`src/rtl/apb_cmd_master.sv`:
```
// APB3 requester: turns one valid/ready command into an APB setup+access transfer
// and returns the result on a valid/ready response channel, with an ACCESS-phase timeout.
module apb_cmd_master #(
    parameter int unsigned ADDR_W  = 3,
    parameter int unsigned DATA_W  = 8,
    parameter int unsigned TIMEOUT = 16
) (
    input  logic              pclk,
    input  logic              presetn,
    input  logic              cmd_valid,
    output logic              cmd_ready,
    input  logic              cmd_write,
    input  logic [ADDR_W-1:0] cmd_addr,
    input  logic [DATA_W-1:0] cmd_wdata,
    output logic              rsp_valid,
    input  logic              rsp_ready,
    output logic [DATA_W-1:0] rsp_rdata,
    output logic              rsp_err,
    output logic              psel,
    output logic              penable,
    output logic              pwrite,
    output logic [ADDR_W-1:0] paddr,
    output logic [DATA_W-1:0] pwdata,
    input  logic [DATA_W-1:0] prdata,
    input  logic              pready,
    input  logic              pslverr
);

    // A zero TIMEOUT disables the counter; keep at least one bit so the vector is legal.
    localparam int unsigned CntW = (TIMEOUT == 0) ? 1 : $clog2(TIMEOUT + 1);
    localparam logic [CntW-1:0] CntMax = CntW'(TIMEOUT);
    localparam logic [CntW-1:0] CntOne = CntW'(1);

    typedef enum logic [1:0] {StIdle, StSetup, StAccess, StResp} state_e;

    state_e              state_q, state_d;
    logic [CntW-1:0]     cnt_q, cnt_d;
    logic                pwrite_q, pwrite_d;
    logic [ADDR_W-1:0]   paddr_q, paddr_d;
    logic [DATA_W-1:0]   pwdata_q, pwdata_d;
    logic [DATA_W-1:0]   rdata_q, rdata_d;
    logic                err_q, err_d;

    always_ff @(posedge pclk or negedge presetn) begin
        if (!presetn) begin
            state_q  <= StIdle;
            cnt_q    <= '0;
            pwrite_q <= 1'b0;
            paddr_q  <= '0;
            pwdata_q <= '0;
            rdata_q  <= '0;
            err_q    <= 1'b0;
        end else begin
            state_q  <= state_d;
            cnt_q    <= cnt_d;
            pwrite_q <= pwrite_d;
            paddr_q  <= paddr_d;
            pwdata_q <= pwdata_d;
            rdata_q  <= rdata_d;
            err_q    <= err_d;
        end
    end

    always_comb begin
        state_d  = state_q;
        cnt_d    = cnt_q;
        pwrite_d = pwrite_q;
        paddr_d  = paddr_q;
        pwdata_d = pwdata_q;
        rdata_d  = rdata_q;
        err_d    = err_q;
        unique case (state_q)
            StIdle: begin
                if (cmd_valid) begin
                    pwrite_d = cmd_write;
                    paddr_d  = cmd_addr;
                    pwdata_d = cmd_wdata;
                    state_d  = StSetup;
                end
            end
            StSetup: begin
                // First ACCESS cycle counts as 1.
                cnt_d   = CntOne;
                state_d = StAccess;
            end
            StAccess: begin
                if (pready) begin
                    err_d   = pslverr;
                    rdata_d = pwrite_q ? '0 : prdata;
                    state_d = StResp;
                end else if ((TIMEOUT != 0) && (cnt_q == CntMax)) begin
                    err_d   = 1'b1;
                    rdata_d = '0;
                    state_d = StResp;
                end else if (TIMEOUT != 0) begin
                    cnt_d = cnt_q + CntOne;
                end
            end
            StResp: begin
                if (rsp_ready) begin
                    state_d = StIdle;
                end
            end
            default: state_d = StIdle;
        endcase
    end

    assign cmd_ready = (state_q == StIdle);
    assign psel      = (state_q == StSetup) || (state_q == StAccess);
    assign penable   = (state_q == StAccess);
    assign rsp_valid = (state_q == StResp);
    assign pwrite    = pwrite_q;
    assign paddr     = paddr_q;
    assign pwdata    = pwdata_q;
    assign rsp_rdata = rdata_q;
    assign rsp_err   = err_q;

endmodule

```
`config.mk`:
```
export PLATFORM = sky130hd
export DESIGN_NAME = apb_cmd_master
export DESIGN_NICKNAME = d
export VERILOG_FILES = /design/src/rtl/apb_cmd_master.sv
export SDC_FILE = /design/constraint.sdc
export NUM_CORES = 1
export LEC_CHECK = 0
export CAP_MARGIN = 20
export CORE_ASPECT_RATIO = 1.2
export CORE_MARGIN = 2
export CORE_UTILIZATION = 40
export DETAILED_ROUTE_END_ITERATION = 10
export PLACE_DENSITY = 0.75
export SKIP_LAST_GASP = 1
export SYNTH_ARGS = -nofsm -noshare
export SYNTH_HDL_FRONTEND = slang
export SYNTH_SLANG_ARGS = --single-unit
```
`constraint.sdc`:
```
create_clock -name pclk -period 3 [get_ports pclk]
set_clock_uncertainty 0.1 [all_clocks]
set_input_delay 0.9 -clock pclk [delete_from_list [all_inputs] [get_ports pclk]]
set_output_delay 0.9 -clock pclk [all_outputs]
set_load 0.1 [all_outputs]
```
# Word-level counts from Yosys, hierarchy flattened
# Index checks and enable logic that the tools add are counted.
# totals
regBits	28
input_bits	26
out_inout_bits	25
wordCells	38
# op_classes
n_addsub	1
n_eq_ne	9
mux	13
n_reduce_logical	8
# op_table
operator	n
8-bit 2-to-1 mux	3
5-bit 2-to-1 mux	2
5-bit one-hot mux with 2 select lines	1
2-bit 2-to-1 mux	4
2-bit one-hot mux with 4 select lines	1
2-bit inequality test (second input constant)	3
3-bit AND reduction	2
5-bit by 1-bit adder with 5-bit output (second input constant)	1
5-bit equality test (second input constant)	1
2-bit equality test (second input constant)	2
2-bit AND reduction	2
2-bit nonzero test	2
3-bit by 1-bit inequality test with 1-bit output (second input constant)	1
2-bit by 1-bit equality test with 1-bit output (second input constant)	1
2-bit logical NOT	1
1-bit 2-to-1 mux	2
2-bit by 1-bit inequality test with 1-bit output (second input constant)	1
1-bit logical OR	1

# Longest topological paths before layout
# Gate-level depths: netlist (run 1).
# depth
ltp_word	4
mapped_depth	6

# Least setup slack after synthesis (run 1)
# OpenSTA, ideal clock, no wires.
# synth_path
path_type	reg2reg
startpoint	register state_q[0]
endpoint	register state_q[1]
setup_ns	0.126
arrival_time_ns	2.163
t_required_ns	2.774
slack_ns	0.612
stages_incl_launch_ff	7
synth_period_minus_slack_ns	2.388
cell_sequence	dfrtp_1 inv_1 ha_1 buf_2 nand2b_1 o221ai_1 mux2_2
# synth_between
elab_chain_cells	3
word_cells_on_any_way	9
cone_classes	eq/ne: 6; mux: 1; reduce/logical: 2
# synth_rtl
item	line	source
start: declaration	36	state_e state_q, state_d;
start signal: assignment	46	state_q <= StIdle;
start signal: assignment	54	state_q <= state_d;
2-bit equality test (*)	-	
via penable	20	output logic penable,
3-bit by 1-bit inequality test with 1-bit output (no line)	-	
3-bit AND reduction (no line)	-	
# The timed path passes the listed nets; every way through them passes the cells marked *.
# A chain may end at the register's enable or synchronous reset.

# Worst setup path after layout (run 1)
# layout_path
startpoint	register state_q[1]
endpoint	output port psel
# layout_between
elab_chain_cells	2
word_cells_on_any_way	3
cone_classes	eq/ne: 2; reduce/logical: 1
# layout_rtl
item	line	source
2-bit by 1-bit equality test with 1-bit output or 2-bit equality test (tied branches)	109	assign psel = (state_q == StSetup) || (state_q == StAccess);
1-bit logical OR (*)	109	
end: declaration	19	output logic psel,
# Every way passes the cells marked *; elsewhere a longest branch is shown, timed or not.

==> results of run 1 <==
## state kept, by name, indices dropped and copies added, names as in the netlist
name / flops
paddr: 3
rsp_rdata: 8
pwdata: 8
pwrite: 1
rsp_err: 1
cnt_q: 5
state_q: 2
## cell usage after synthesis
| cell | count |
|---|---|
| buf_2 | 3 |
| nor4_1 | 2 |
| o21ai_0 | 1 |
| nand2_1 | 4 |
| a31o_1 | 1 |
| mux2_2 | 13 |
| nand3b_1 | 1 |
| a21oi_1 | 1 |
| a31o_2 | 1 |
| and4bb_4 | 1 |
| ha_1 | 6 |
| o221ai_1 | 2 |
| o21ai_2 | 1 |
| a31oi_1 | 1 |
| nor4b_1 | 1 |
| a22o_1 | 9 |
| nand4b_1 | 1 |
| nor2_1 | 4 |
| nand2b_1 | 3 |
| dfrtp_1 | 28 |
| o211ai_1 | 1 |
| inv_1 | 8 |
| a21boi_0 | 1 |
| and4b_1 | 1 |
| or3b_1 | 1 |
| nand3_1 | 2 |
## through the flow
stage	cell area [µm²]	util [%]	setup slack, ps	cells	hold slack [ps]
6_report	1810	59.6	438	186	430
5_1_grt	1810	59.6	332	186	444
4_1_cts	1810	59.6	418	186	433
3_5_place_dp	1750	57.9	505	182	395
3_3_place_gp	1750	57.9	579	182	390
2_1_floorplan	1250	-	612	98	403
## metal layers
metal  vias to the layer above  share of wire [%]
met2                        31                 52
li1                        456                  -
met4                         0               0.73
met1                       463                 41
met5                         -                  0
met3                         2                6.8
## worst min-delay path by stage
stage	startpoint	endpoint	slack, ps	cells past startpoint
2_1_floorplan	cnt_q[3]$_DFFE_PN0P_	cnt_q[3]$_DFFE_PN0P_	400	1
3_3_place_gp	rsp_rdata[4]$_DFFE_PN0P_	rsp_rdata[4]$_DFFE_PN0P_	390	1
3_5_place_dp	pwdata[2]$_DFFE_PN0P_	pwdata[2]$_DFFE_PN0P_	390	1
4_1_cts	rsp_rdata[1]$_DFFE_PN0P_	rsp_rdata[1]$_DFFE_PN0P_	430	1
5_1_grt	pwdata[3]$_DFFE_PN0P_	pwdata[3]$_DFFE_PN0P_	440	1
6_report	rsp_rdata[4]$_DFFE_PN0P_	rsp_rdata[4]$_DFFE_PN0P_	430	1
## cell type report
class | instances | area, µm² | area share [%]
clock inverter | 1 | 30.0 | 1.66
tap | 36 | 45.0 | 2.49
sequential | 28 | 701 | 38.8
timing repair buffer | 51 | 470 | 26.1
multi-input combinational | 59 | 507 | 28.1
clock buffer | 3 | 22.5 | 1.25
inverter | 8 | 30.0 | 1.66
## cells by family after synthesis
group / share of synthesized area (%)
buffers and inverters: 3.60
AND/OR/NAND/NOR: 10.5
adder cells (fa/ha/maj): 5.99
flip-flops: 55.9
AO/OA/AOI/OAI: 12.3
multiplexers: 11.7
==> impl_metrics.py, run 1 <==
metrics = {
    "setup_path": {
        "worstReg2RegStart": "state_q[0]$_DFFE_PN0P_",
        "ff2ff_path_depth": 5,
        "endpoint": "psel",
        "cp_slowest_cell": "ha_1",
        "crit_arrival_ps": 1560,
        "path_delay_family": "adder cells",
        "max_stage_delay_ps": 500,
        "critPathLaunch": "state_q[1]$_DFFE_PN0P_",
        "startpoint_type": "register",
        "crit_required_ps": 2000,
        "r2r-end": "rsp_rdata[5]$_DFFE_PN0P_",
        "crit_cells": 3,
        "path_class": "reg -> out",
        "crit_fanout": 9,
        "r2r_slack_ps": 1130,
        "path_buf_inv": 2,
        "crit_path_end_kind": "output port",
        "crit_chain": "inv_1 -> ha_1 -> buf_12",
    },
    "die": {
        "die_y_um": 65.3,
        "io_pins": 51,
        "core_um2": 3030,
        "row_count": 22,
        "dieWidth_um": 55.1,
        "start_util_pct": 41.4,
        "dieArea_um2": 3600,
    },
    "clocking": {
        "cts_setup_buffers": 0,
        "clk_latency_ps": 330,
        "cts.sinks": 28,
        "cts-resized-gates": 0,
        "cts_tree": "done",
        "ctsHoldBuffers": 0,
        "numCtsBuffers": 3,
        "path_clk_slew_ps": 160,
        "clockBufferDepth": 2,
        "htree_levels": 1,
        "cts_root_buffer": "clkbuf_4",
    },
    "layout": {
        "drive_gt1_share_pct": 30.7,
        "nets": 183,
        "syn_to_final_growth_pct": 44.2,
        "diodes": 0,
        "final_common_cell": "dfrtp_1",
        "fillers": 260,
        "final_cell_mix": "28 x dfrtp_1, 25 x clkdlybuf4s50_1, 24 x buf_4",
    },
    "global_routing": {
        "gr-usage-met1_pct": 20.1,
        "grtUsageMet2_pct": 28.0,
        "grt_use_total_pct": 16.6,
        "grt_use_met3_pct": 3.41,
        "grt_max_degree": 29,
        "antenna_found_initial": 0,
        "grt_busiest_layer": "met2",
        "grt_pass1_vias": 996,
        "overflow": 0,
        "grt_pass1_wl_um": 4370,
    },
    "placed_design": {
        "place_hpwl_um": 1960,
        "gp_congestion": 0.819,
        "numPortBuffers": 50,
    },
    "timing": {
        "setup_violations": 0,
        "max-slew-margin-rel_pct": 66.4,
        "rsz0062_at_grt": "no",
        "finalCriticalPeriod_ps": 2560,
        "tightestPinTransition_ps": 501,
        "fin_setup_tns_ps": 0,
        "timing.final.crit_share_pct": 85.4,
        "clock.fmax_ghz": 0.390,
        "drv_slew": 0,
        "hold_viol": 0,
    },
    "logic_synthesis": {
        "synth_top_area_share_pct": 55.9,
        "synthCells": 98,
        "yosysWarnings": 0,
        "synth_seq_cells": 28,
        "avgSynthCellArea_um2": 12.8,
        "synth_top_cell_by_area": "dfrtp_1",
        "syn-num-nets": 130,
        "synth.area.top_cells": "dfrtp_1 56%, mux2_2 12%, a22o_1 6.3%",
        "yosysSeqAreaShare_pct": 55.9,
        "synth_cell_types": 26,
        "synth.cell_area_um2": 1250,
    },
    "route": {
        "dr.first_iter.drc_count": 18,
        "ant_nets": 0,
        "dr_total_vias": 952,
        "drt_pass1_iterations": 4,
        "wl_per_cell_um": 14.1,
        "drt-vias-per-instance": 5.12,
        "routed_wl_um": 2610,
        "drc": 0,
    },
    "min_path": {
        "hold_class": "reg -> reg",
    },
    "outcome": {
        "status": "completed",
    },
    "job": {
        "max_cap_viol_count": 0,
    },
}
Power of run 1 is not shown: default switching activity piles up to over one toggle a cycle in this logic, so the estimate is an artifact.
==> run 2, diff against run 1 <==
--- a/config.mk
+++ b/config.mk
@@ -10,8 +10,11 @@
 export CORE_MARGIN = 2
 export CORE_UTILIZATION = 40
 export DETAILED_ROUTE_END_ITERATION = 10
+export HOLD_SLACK_MARGIN = 0.1
 export PLACE_DENSITY = 0.75
+export RECOVER_POWER = 50
 export SKIP_LAST_GASP = 1
+export SLEW_MARGIN = 30
 export SYNTH_ARGS = -nofsm -noshare
 export SYNTH_HDL_FRONTEND = slang
 export SYNTH_SLANG_ARGS = --single-unit
==> impl_metrics.py, run 2 (synthesis gave the netlist of run 1 again) <==
metrics = {
    "setup_path": {
        "crit_arrival_ps": 1570,
        "cp_slowest_cell": "clkbuf_1",
        "r2r_slack_ps": 920,
        "ff2ff_path_depth": 5,
        "max_stage_delay_ps": 870,
        "crit_required_ps": 2000,
        "path_buf_inv": 1,
        "crit_path_end_kind": "output port",
        "crit_chain": "clkbuf_1",
        "r2r-end": "rsp_rdata[7]$_DFFE_PN0P_",
        "worstReg2RegStart": "cnt_q[0]$_DFFE_PN0P_",
        "startpoint_type": "register",
        "path_class": "reg -> out",
        "path_delay_family": "buffers and inverters",
        "crit_fanout": 2,
    },
    "timing": {
        "clock.fmax_ghz": 0.389,
        "rsz0062_at_grt": "no",
        "setup_violations": 0,
        "hold_viol": 0,
        "hold_slack_ps": 427,
        "fin_setup_tns_ps": 0,
        "finalCriticalPeriod_ps": 2570,
        "max-slew-margin-rel_pct": 2.62,
        "drv_slew": 0,
        "timing.final.crit_share_pct": 85.7,
        "tightestPinTransition_ps": 1460,
    },
    "clocking": {
        "ctsHoldBuffers": 0,
        "path_clk_slew_ps": 150,
        "cts_root_buffer": "clkbuf_4",
        "numCtsBuffers": 3,
        "clockBufferDepth": 2,
        "cts.sinks": 28,
        "cts_setup_buffers": 0,
        "htree_levels": 1,
        "clk_latency_ps": 320,
        "cts-resized-gates": 0,
        "cts_tree": "done",
    },
    "global_routing": {
        "grt_use_total_pct": 16.6,
        "grt_pass1_vias": 996,
        "grt_pass1_wl_um": 4370,
        "antenna_found_initial": 0,
        "overflow": 0,
        "grt_max_degree": 29,
    },
    "die": {
        "core_um2": 3030,
        "die_y_um": 65.3,
        "dieArea_um2": 3600,
        "start_util_pct": 41.4,
        "row_count": 22,
        "dieWidth_um": 55.1,
        "io_pins": 51,
    },
    "route": {
        "drc": 0,
        "drt-vias-per-instance": 5.15,
        "dr_total_vias": 958,
        "routed_wl_um": 2600,
        "wl_per_cell_um": 14.0,
        "drt_pass1_iterations": 3,
        "ant_nets": 0,
        "dr.first_iter.drc_count": 21,
    },
    "layout": {
        "syn_to_final_growth_pct": 42.1,
        "diodes": 0,
        "drive_gt1_share_pct": 26.0,
        "final_cell_mix": "28 x dfrtp_1, 23 x clkdlybuf4s50_1, 18 x buf_4",
        "nets": 183,
        "final_common_cell": "dfrtp_1",
    },
    "placed_design": {
        "numPortBuffers": 50,
        "place_hpwl_um": 1960,
        "gp_congestion": 0.819,
    },
    "min_path": {
        "whs_endpoint": "pwdata[6]$_DFFE_PN0P_",
        "hold_class": "reg -> reg",
        "hp-start": "pwdata[6]$_DFFE_PN0P_",
        "hold_depth": 1,
    },
    "outcome": {
        "status": "completed",
    },
    "job": {
        "max_cap_viol_count": 0,
    },
}
[run 2: changes by cell type in the layout (fill, tap and decap cells not counted), sizes merged]
cell,change
buf,-6
clkbuf,+6
clkdlybuf4s50,-2
dlygate4sd3,+2
[run 2: worst max path at each step]
stage	start	to	slack (ps)	cells after the start
after floorplan	state_q[0]$_DFFE_PN0P_	state_q[1]$_DFFE_PN0P_	610	6
after CTS	state_q[1]$_DFFE_PN0P_	psel	420	3
after global routing	presetn	rsp_rdata[5]$_DFFE_PN0P_	270	2
after global placement	pready	rsp_rdata[6]$_DFFE_PN0P_	580	4
final	paddr[0]$_DFFE_PN0P_	paddr[0]	430	1
after detailed placement	pready	rsp_rdata[7]$_DFFE_PN0P_	500	4
[run 2: per-stage QoR]
step	cell area, µm²	util, %	instances	setup slack (ps)
floorplan	1250	-	98	612
global placement	1750	57.9	182	579
detailed placement	1750	57.9	182	505
CTS	1810	59.6	186	418
global route	1780	58.8	186	273
finish	1780	58.8	186	429
[run 2: worst reg2reg max path: cells and delay by family, from the launching register on]
| family | cells | cell delay, ps |
|---|---|---|
| adder cells (fa/ha/maj) | 1 | 210 |
| buffers and inverters | 1 | 80 |
| AND/OR/NAND/NOR | 1 | 220 |
| AO/OA/AOI/OAI | 2 | 1030 |
| flip-flops | 1 | 400 |
[run 2: layout make-up]
cell class / instances / area, µm²
fillers: 264 / 1250
flip-flops and latches: 28 / 701
multi-input cells: 59 / 503
repair buffers: 51 / 448
well taps: 36 / 45.0
clock inverters: 1 / 30.0
inverters: 8 / 30.0
clock buffers: 3 / 22.5
[run 2: routing by layer]
metal	up-vias	track usage, %	share of wire (%)
met5	-	0	0
met4	0	6.40	0.73
met3	2	3.41	6.5
met2	29	28.0	52
met1	470	20.1	41
li1	457	-	-
Power of run 2 is left out for the same reason.
==> run 3, diff against run 2 <==
--- a/config.mk
+++ b/config.mk
@@ -6,13 +6,16 @@
 export NUM_CORES = 1
 export LEC_CHECK = 0
 export CAP_MARGIN = 20
+export CELL_PAD_IN_SITES_DETAIL_PLACEMENT = 0
+export CELL_PAD_IN_SITES_GLOBAL_PLACEMENT = 1
 export CORE_ASPECT_RATIO = 1.2
 export CORE_MARGIN = 2
-export CORE_UTILIZATION = 40
+export CORE_UTILIZATION = 35
 export DETAILED_ROUTE_END_ITERATION = 10
 export HOLD_SLACK_MARGIN = 0.1
-export PLACE_DENSITY = 0.75
+export PLACE_DENSITY_LB_ADDON = 0.1
 export RECOVER_POWER = 50
+export SETUP_SLACK_MARGIN = 0.15
 export SKIP_LAST_GASP = 1
 export SLEW_MARGIN = 30
 export SYNTH_ARGS = -nofsm -noshare
==> impl_metrics.py, run 3 (synthesis gave the netlist of run 1 again) <==
metrics = {
    "timing": {
        "fin_setup_tns_ps": 0,
        "final.setup.worst_slack_ps": 498,
        "hold_slack_ps": 411,
        "clock.fmax_ghz": 0.400,
        "setup_violations": 0,
        "drv_slew": 0,
        "rsz0062_at_grt": "no",
        "timing.final.crit_share_pct": 83.4,
        "finalCriticalPeriod_ps": 2500,
        "hold_viol": 0,
        "max-slew-margin-rel_pct": 0.997,
        "tightestPinTransition_ps": 1490,
    },
    "setup_path": {
        "crit_path_end_kind": "output port",
        "path_buf_inv": 1,
        "crit_required_ps": 2000,
        "crit_chain": "clkbuf_1",
        "path_class": "reg -> out",
        "crit_fanout": 2,
        "max_stage_delay_ps": 870,
        "path_delay_family": "buffers and inverters",
        "startpoint_type": "register",
        "crit_arrival_ps": 1500,
        "cp_slowest_cell": "clkbuf_1",
    },
    "clocking": {
        "cts_tree": "done",
        "htree_levels": 1,
        "cts_root_buffer": "clkbuf_8",
        "path_clk_slew_ps": 90,
        "clk_latency_ps": 270,
        "numCtsBuffers": 3,
        "cts-resized-gates": 0,
        "clockBufferDepth": 2,
        "cts_setup_buffers": 0,
        "ctsHoldBuffers": 0,
        "cts.sinks": 28,
    },
    "layout": {
        "nets": 183,
        "final_cell_mix": "28 x dfrtp_1, 24 x clkdlybuf4s50_1, 13 x mux2_2",
        "drive_gt1_share_pct": 22.7,
        "final_common_cell": "dfrtp_1",
        "fillers": 325,
        "diodes": 0,
        "syn_to_final_growth_pct": 40.9,
        "postLayoutCellArea_um2": 1760,
    },
    "outcome": {
        "failed_checks": "design-rule violations",
        "status": "finished, violations left",
    },
    "placed_design": {
        "place_area_um2": 1750,
        "post-place-ws_ps": 478,
        "gp_congestion": 0.789,
        "place_hpwl_um": 2030,
        "numPortBuffers": 50,
    },
    "route": {
        "drt_pass1_iterations": 7,
        "dr.first_iter.drc_count": 24,
        "routed_wl_um": 2700,
        "dr_total_vias": 956,
        "wl_per_cell_um": 14.4,
        "drc": 2,
        "drt-vias-per-instance": 5.11,
        "ant_nets": 0,
    },
    "die": {
        "start_util_pct": 36.9,
        "die_y_um": 69.5,
        "core_um2": 3400,
        "dieWidth_um": 58.6,
        "dieArea_um2": 4070,
        "io_pins": 51,
        "row_count": 23,
    },
    "global_routing": {
        "antenna_found_initial": 0,
        "overflow": 0,
        "grt_pass1_wl_um": 4510,
        "grt_max_degree": 29,
        "grt_use_total_pct": 14.3,
        "grt_pass1_vias": 985,
    },
    "job": {
        "max_cap_viol_count": 0,
    },
    "min_path": {
        "hold_class": "reg -> reg",
    },
}
-- run 3: changes by cell type in the layout (fill, tap and decap cells not counted), sizes merged --
cell,before,now
clkbuf,9,16
dlygate4sd3,2,1
clkdlybuf4s50,23,24
buf,20,14
bufinv,1,0
-- run 3: metrics by stage --
step	util, %	std cells
6_report	52.0	187
5_1_grt	52.0	187
4_1_cts	53.3	187
3_5_place_dp	51.7	183
3_3_place_gp	51.7	183
2_1_floorplan	-	98
-- run 3: final cells by class --
class | count | area [µm²] | area share (%)
Tap cell | 37 | 46.3 | 2.62
Clock buffer | 4 | 55.1 | 3.12
Multi-Input combinational cell | 59 | 507 | 28.7
Timing Repair Buffer | 51 | 425 | 24.1
Sequential cell | 28 | 701 | 39.7
Inverter | 8 | 30.0 | 1.70
-- run 3: routing by layer --
metal  vias up  global-route usage, %  wire length, µm
li1        461                      -                -
met3         2                   3.73              183
met4         0                   4.55               14
met2        31                   22.5             1360
met1       462                   19.0             1140
met5         -                      0                0
-- run 3: final timing paths --
check                                    startpoint                        to  slack [ps]  cells after the start
setup / recovery           rsp_rdata[4]$_DFFE_PN0P_              rsp_rdata[4]         500                      1
hold / removal                pwdata[3]$_DFFE_PN0P_     pwdata[3]$_DFFE_PN0P_         410                      1
setup reg to reg             state_q[0]$_DFFE_PN0P_  rsp_rdata[3]$_DFFE_PN0P_        1120                      5
hold reg to reg               pwdata[3]$_DFFE_PN0P_     pwdata[3]$_DFFE_PN0P_         410                      1
max in group asynchronous                   presetn      paddr[1]$_DFFE_PN0P_         600                      2
min in group asynchronous                   presetn      cnt_q[2]$_DFFE_PN0P_        1340                      2
Power of run 3 is left out for the same reason.
